**src/rtl/add_normalise_pack.sv**
```systemverilog
// add_normalise_pack: back end of the HCORDIC floating-point adder.
// Takes the raw sum from the add stage, normalises it one bit per cycle,
// rounds and packs it into an IEEE-754 single-precision word.
// Both sides use a valid/ready handshake, so the variable-latency
// normalisation loop can sit inside an otherwise fixed pipeline.
// Optional feature macro: NORM_ROUND_EN
//   defined   -> round-to-nearest-even on the mantissa
//   undefined -> truncate (guard/round/sticky discarded, same latency)
module add_normalise_pack (
  input  logic        clock,
  input  logic        reset,
  input  logic        in_valid,
  output logic        in_ready,
  input  logic        idle_AddState,
  input  logic [31:0] sout_AddState,
  input  logic [27:0] sum_AddState,
  output logic        out_valid,
  input  logic        out_ready,
  output logic [31:0] result
);

  typedef enum logic [1:0] {
    S_IDLE  = 2'd0,
    S_NORM  = 2'd1,
    S_ROUND = 2'd2,
    S_OUT   = 2'd3
  } state_t;

  // Smallest normal exponent; below this the result stays denormal.
  localparam logic signed [9:0] EXP_MIN  = -10'sd126;
  localparam logic signed [9:0] EXP_BIAS = 10'sd127;
  localparam logic signed [9:0] EXP_INF  = 10'sd255;

  state_t             state_q, state_d;
  logic               sign_q, sign_d;
  logic signed [9:0]  exp_q, exp_d;
  logic [27:0]        sum_q, sum_d;
  logic [31:0]        result_q, result_d;

  logic               round_up;
  logic [24:0]        mant_inc;
  logic [23:0]        mant_rnd;
  logic signed [9:0]  exp_rnd;
  logic signed [9:0]  biased;
  logic [31:0]        packed_word;

  // Round the current mantissa, renormalise a rounding carry, then pack.
  always_comb begin
`ifdef NORM_ROUND_EN
    round_up = sum_q[2] & (sum_q[1] | sum_q[0] | sum_q[3]);
`else
    round_up = 1'b0;
`endif
    mant_inc = {1'b0, sum_q[26:3]} + {24'd0, round_up};
    if (mant_inc[24]) begin
      mant_rnd = mant_inc[24:1];
      exp_rnd  = exp_q + 10'sd1;
    end else begin
      mant_rnd = mant_inc[23:0];
      exp_rnd  = exp_q;
    end
    biased = exp_rnd + EXP_BIAS;
    if (biased >= EXP_INF) begin
      packed_word = {sign_q, 8'hFF, 23'd0};
    end else if (!mant_rnd[23]) begin
      packed_word = {sign_q, 8'h00, mant_rnd[22:0]};
    end else begin
      packed_word = {sign_q, biased[7:0], mant_rnd[22:0]};
    end
  end

  // Next-state logic: capture, one normalisation step per cycle, round, hand off.
  always_comb begin
    state_d  = state_q;
    sign_d   = sign_q;
    exp_d    = exp_q;
    sum_d    = sum_q;
    result_d = result_q;
    case (state_q)
      S_IDLE: begin
        if (in_valid) begin
          sign_d = sout_AddState[31];
          exp_d  = {{2{sout_AddState[30]}}, sout_AddState[30:23]};
          sum_d  = sum_AddState;
          if (idle_AddState) begin
            result_d = sout_AddState;
            state_d  = S_OUT;
          end else begin
            state_d  = S_NORM;
          end
        end
      end
      S_NORM: begin
        if (sum_q == 28'd0) begin
          result_d = {sign_q, 31'd0};
          state_d  = S_OUT;
        end else if (sum_q[27]) begin
          sum_d = {1'b0, sum_q[27:2], sum_q[1] | sum_q[0]};
          exp_d = exp_q + 10'sd1;
        end else if (!sum_q[26] && (exp_q > EXP_MIN)) begin
          sum_d = {sum_q[26:0], 1'b0};
          exp_d = exp_q - 10'sd1;
        end else begin
          state_d = S_ROUND;
        end
      end
      S_ROUND: begin
        result_d = packed_word;
        state_d  = S_OUT;
      end
      S_OUT: begin
        if (out_ready) begin
          state_d = S_IDLE;
        end
      end
      default: begin
        state_d = S_IDLE;
      end
    endcase
  end

  // State and datapath registers; reset abandons any operation in flight.
  always_ff @(posedge clock or posedge reset) begin
    if (reset) begin
      state_q  <= S_IDLE;
      sign_q   <= 1'b0;
      exp_q    <= 10'sd0;
      sum_q    <= 28'd0;
      result_q <= 32'd0;
    end else begin
      state_q  <= state_d;
      sign_q   <= sign_d;
      exp_q    <= exp_d;
      sum_q    <= sum_d;
      result_q <= result_d;
    end
  end

  assign in_ready  = (state_q == S_IDLE);
  assign out_valid = (state_q == S_OUT);
  assign result    = result_q;

endmodule

```
**config.mk**
```make
export PLATFORM = sky130hd
export DESIGN_NAME = add_normalise_pack
export DESIGN_NICKNAME = d
export VERILOG_FILES = /design/src/rtl/add_normalise_pack.sv
export SDC_FILE = /design/constraint.sdc
export NUM_CORES = 1
export LEC_CHECK = 0
export BUFFER_PORTS_ARGS = -buffer_cell sky130_fd_sc_hd__buf_2
export CORE_UTILIZATION = 35
export CTS_BUF_LIST = sky130_fd_sc_hd__clkbuf_16
export DETAILED_ROUTE_END_ITERATION = 12
export SYNTH_ARGS = -nofsm -noshare
export SYNTH_HDL_FRONTEND = slang
export SYNTH_SLANG_ARGS = --single-unit
export TNS_END_PERCENT = 5
```
**constraint.sdc**
```tcl
create_clock -name clock -period 4.55 [get_ports clock]
set_clock_uncertainty 0.1 [all_clocks]
set_input_delay 0.91 -clock clock [delete_from_list [all_inputs] [get_ports clock]]
set_output_delay 0.91 -clock clock [all_outputs]
set_load 0.02 [all_outputs]
```
Word level (Yosys, flattened, before mapping)
Index checks and enable logic that the tools add are counted.
{ "totals": {"regBits": 73, "out_inout_bits": 34} }
{ "op_classes": {"add_sub_neg": 3, "magnitude_cmp": 2, "eq_ne": 11, "n_mux": 23, "n_bitwise": 1, "reduce_logical": 11} }
{ "op_table": {"columns": ["operator", "n"], "rows": [
  ["28-bit two-way mux", 4],
  ["32-bit two-way mux", 3],
  ["32-bit case mux with 3 select lines", 1],
  ["31-bit two-way mux", 2],
  ["28-bit case mux with 2 select lines", 1],
  ["10-bit two-way mux", 4],
  ["28-bit logical NOT", 1],
  ["10-bit case mux with 2 select lines", 1],
  ["2-bit two-way mux", 6],
  ["4-bit AND reduction", 3],
  ["10-bit by 2-bit adder with 10-bit output, second input constant", 1],
  ["10-bit by 8-bit adder with 10-bit output, second input constant", 1],
  ["10-bit by 9-bit >= comparator with 1-bit output, second input constant", 1],
  ["10-bit by 8-bit > comparator with 1-bit output, second input constant", 1],
  ["10-bit by 2-bit subtractor with 10-bit output, second input constant", 1],
  ["3-bit != test, second input constant", 3],
  ["2-bit case mux with 4 select lines", 1],
  ["2-bit != test, second input constant", 3],
  ["2-bit equality test, second input constant", 2],
  ["2-bit by 1-bit != test with 1-bit output, second input constant", 2],
  ["3-bit AND reduction", 1],
  ["3-bit nonzero test", 1],
  ["2-bit by 1-bit equality test with 1-bit output, second input constant", 1],
  ["2-bit logical NOT", 1],
  ["other kinds (5)", 5]
]} }

Longest topological paths before layout
{ "logic_depth": {"ltp_word": 6, "ltp_mapped": 10} }

Worst setup path before layout
OpenSTA, ideal clock, no wires.
{ "synth_timing": {"path_type": "register -> register", "start": "reg sum_q[27]", "end": "reg exp_q[8]", "setup_time_ns": 0.077, "arrival_ns": 2.440, "setup_slack_ns": 1.933, "stages_incl_launch_ff": 10, "n_path_buf": 1, "period_less_slack_ns": 2.617, "path_cell_list": "dfrtp_1 clkbuf_1 inv_1 fa_1 a21oi_1 o21ai_0 a2111oi_0 o21a_1 o21ai_0 a21oi_1"} }
{ "synth_via": {"elab_chain_len": 3} }
{ "synth_rtl": {"columns": ["element", "line", "source"], "rows": [
  ["start, declared", "37", "logic [27:0] sum_q, sum_d;"],
  ["start signal, assigned", "134", "sum_q <= sum_d;"],
  ["28-bit logical NOT / 10-bit two-way mux (equally long branches)", "94, 97", null],
  ["2-bit != test (no source line) / 10-bit two-way mux (equally long branches)", null, null],
  ["4-bit AND reduction (no source line) / 10-bit case mux with 2 select lines (equally long branches)", null, null],
  ["end signal, assigned", "133", "exp_q <= exp_d;"],
  ["end, declared", "36", "logic signed [9:0] exp_q, exp_d;"]
]} }
Several ways; a longest one is shown, not always the timed one. The select of a mux whose other input is x is not followed.
A chain may end at the register's enable or synchronous reset.

Worst setup path in the final report
{ "layout_timing": {"start": "reg state_q[1]", "end": "reg sum_q[0]"} }
{ "layout_via": {"elab_chain_len": 3} }
{ "layout_rtl": {"columns": ["element", "line", "source"], "rows": [
  ["start, declared", "34", "state_t state_q, state_d;"],
  ["start signal, assigned", "131", "state_q <= state_d;"],
  ["2-bit by 1-bit equality test with 1-bit output / 2-bit logical NOT (equally long branches)", "79", "case (state_q)"],
  ["3-bit != test (no source line) (tied with other cells)", null, null],
  ["4-bit AND reduction (no source line)", null, null]
]} }
Several ways; a longest one is shown, not always the timed one.

==> summary.md <==
| Metric | Value |
|---|---|
| Async set-reset flop share out of synthesis | between 90% and 100% |
| Synth cell types | 66 |
| Antenna viol nets, final | 0 |
| Synth Area in XOR/XNOR | roughly 2.9% |
| Sw Share | 49.1% |
| Number of max-cap violations | 0 |
| Vias per inst | between 5 and 6 |
| Final setup fails | 0 |
| Cts bufs inserted | 9 |
| Fillers | 1338 |
| Critical Path Sink Type | register |
| Net count reported at finish | 670 |
| CTS tree | yes |
| Top cells by count, synth | dfrtp_1 (73), nand2_1 (52), o21ai_0 (49) |
| Boundary pin count | 99 |
| Die Height | around 120 microns |
| Internal power | between 2000 and 3000 uW |
| Status | finished clean |
| Buf/Inv on CP | 2 |
| Resized cells post-CTS | 0 |
| HPWL Detailed | 9660 microns |
| Fin. Hold Viols | 0 |
| Mapped cell area | ~5000 sq um |
| Hold Crit Depth | 2 |
| Core Rows | 42 |
| Top cell family by delay on the critical path | compound AO/OA/AOI/OAI gates |
| Synth Flop Type | dfrtp_1 |
| CTS root buf | clkbuf_16 |
| Slew Limit Fails | 0 |
| Synth top area cells | dfrtp_1 (37%), mux2i_1 (7.4%), o21ai_0 (5.0%) |
| Reg power frac | about a quarter |
| Peak supply drop | around 0.31 mV |
| Routed length per instance | approximately 17 microns |
| Clock power share | a little over an eighth |
| Main combinational cell family by area after synthesis | compound AO/OA/AOI/OAI gates |
| Crit-path max cell delay | roughly 0.86 ns |
| Simple-Gate Fraction of Synth Area | ~17% |
| Worst-Skew Late Latency | roughly 0.33 ns |
| Mux cell area share after synthesis | around 7.6% |
| Reg clk slew, reported paths | roughly 0.06 ns |
| Maximum clock path buffer count | 2 |
| Slowest-stage cell, CP | a221o_2 |
| ANT cells | 0 |
| Adder-cell share of the synthesized area | 4.26% |
| Gr usage total | about a fifth |
| Final min period | 3.13 ns |
| Largest net degree at the start of global routing | between 60 and 70 |
| Fraction of layout cells with a size suffix above 1 | 27.8% |
| Sequential area share after synthesis | ~37% |
| Vias in the first global route | 4178 |
| Synth Warn # | 0 |
| Fin util | 42.4% |
| CP max FO | 66 |
| Critical Path, Cell by Cell | inv_1, ha_1, buf_4, o21ai_0, a221o_2, o22ai_1, a221oi_1 |
| Tcrit/Tclk final | between 60 and 70% |
| WP data arrival | 3.26 ns |
| Leakage | 0.00261 uW |
| Crit path launch type | register |
| Avg Synthesized Cell Area | approximately 9.5 sq um |
| End of the worst hold path | result[31] |
| Drt first-iter violations | roughly 360 |
| Clk sinks | between 70 and 80 |
| EDFF count, synth | 0 |
| HP Class | register to register |
| Yosys top cell by area | dfrtp_1 |
| Critical Path RT | between 4 and 5 ns |
| Pwr dens | between 900 and 1000 nW/um^2 |
| TNS Setup | 0 ns |
| Total setup buffers inserted after CTS | 0 |
| Worst Hold Launch | result[31] |
| GPL Wtd Cong | 0.892 |
| Yosys reg bits | 73 |
| Max Freq | 0.319 GHz |
| Drt drc | 0 |
| DRT Pass-1 Iters | 9 |
| Number of I/O port buffers | between 90 and 100 |
| Area Growth Syn to Fin | 16.5% |
| Worst Tran Pin Value | ~1.1 ns |
| Post-Syn Instances | 512 |
| P_sw | roughly 2600 uW |
| Slew Limit Headroom | 28.6% |
| Reg-to-Reg End | sum_q[0] |
| Core area | 13400 sq um |
| Mapped Nets | just under 600 |
| First-pass GRT wire length | roughly 22000 microns |
| RSZ-0062 raised after global routing | no |
| R2R Setup Slk | around 1.4 ns |
| Initial core utilization | about 36% |
| Routed vias | roughly 4300 |
| Grt ovf | 0 |
| Final wirelength | roughly 13000 microns |
| CTS H-tree depth | 3 |
| Die width | 120 microns |
| Most frequent cell after synthesis | dfrtp_1 |
| Compound-gate portion of the synthesized area | a little under a quarter |
| Initial antenna violation count | 0 |
| CTS Hold Bufs | 0 |
| Synth top area share | 37.5% |
| Combinational power share | 60.6% |
| R2r worst-path depth | 7 |
| Setup CP Type | register to register |
| Worst r2r src | state_q[1] |
| Die Area | between 10000 and 15000 sq um |
[how the worst max path moves through the flow]
stage,startpoint,end,slack (ns),cells past startpoint
floorplan,reset,exp_q[0],1.69,1
global placement,state_q[1],sum_q[0],1.59,7
detailed placement,state_q[1],sum_q[0],1.50,7
CTS,state_q[1],sum_q[0],1.46,7
global route,sum_q[27],exp_q[8],1.13,8
finish,state_q[1],sum_q[0],1.42,7
[cell usage in the layout (no fill, tap or decap), types with 4 or more instances in the layout]
cell type,netlist,routed
a21o_1,5,5
a21oi_1,22,22
a221oi_1,9,9
a222oi_1,21,21
and2b_1,13,13
and2b_2,8,8
buf_2,9,98
buf_4,3,9
clkbuf_16,0,9
dfrtp_1,73,73
ha_1,15,15
inv_1,16,16
mux2i_1,36,36
nand2_1,52,51
nand3_1,5,5
nand4_1,24,24
nor2_1,20,20
nor4_1,7,7
o21ai_0,49,49
o21ai_2,20,21
o31ai_1,4,4
xnor2_1,10,10
xor2_1,6,6
[worst min-delay path, stage by stage (launching register included)]
cell and delay [ns]:
dfrtp_1 0.34, nand2_1 0.05, o21ai_0 0.06
[power by group through the flow]
| stage | combinational, uW | clock (uW) | sequential [uW] |
|---|---|---|---|
| after floorplan | 2580 | 0 | 1350 |
| after global placement | 3080 | 0 | 1350 |
| after detailed placement | 3150 | 0 | 1360 |
| after CTS | 3160 | 701 | 1360 |
| after global routing | 3510 | 735 | 1410 |
| final | 3150 | 688 | 1360 |
[area by class of cell]
type	instances	area [sq um]	area share, %
inverters	16	60.1	1.06
well taps	176	220	3.88
repair buffers	107	558	9.83
clock inverters	7	62.6	1.10
clock buffers	9	225	3.97
flip-flops and latches	73	1830	32.2
multi-input cells	382	2730	48.0
[stage by stage]
| step | power, uW | hold slack (ns) | area (sq um) | worst slack, ns | std cells |
|---|---|---|---|---|---|
| 2_1_floorplan | 3930 | 0.373 | 4870 | 1.69 | 512 |
| 3_3_place_gp | 4430 | 0.370 | 5390 | 1.59 | 754 |
| 3_5_place_dp | 4510 | 0.370 | 5390 | 1.50 | 754 |
| 4_1_cts | 5220 | 0.383 | 5680 | 1.46 | 770 |
| 5_1_grt | 5660 | 0.425 | 5680 | 1.13 | 770 |
| 6_report | 5200 | 0.377 | 5680 | 1.42 | 770 |
[logic make-up (layout without fill, tap and decap cells)]
kind of cell | Yosys count | after routing
flops | 73 | 73
fa+ha+maj | 16 | 16
simple gates | 151 | 151
buf+inv | 57 | 139
compound gates | 162 | 162
mux | 37 | 37
xor+xnor | 16 | 16
[registers in the layout (all words and copies together) (netlist names)]
name     flops
result      32
state_q      2
sign_q       1
sum_q       28
exp_q       10
[per-layer routing]
metal / global-route usage [%] / vias up / routed length [microns]
met5: 0 / - / 0
met4: 8.83 / 0 / 348
met3: 3.09 / 21 / 784
met2: 28.9 / 146 / 5880
met1: 27.0 / 2068 / 6290
li1: - / 2086 / -
Note: power is estimated with default switching activity, not from simulation.
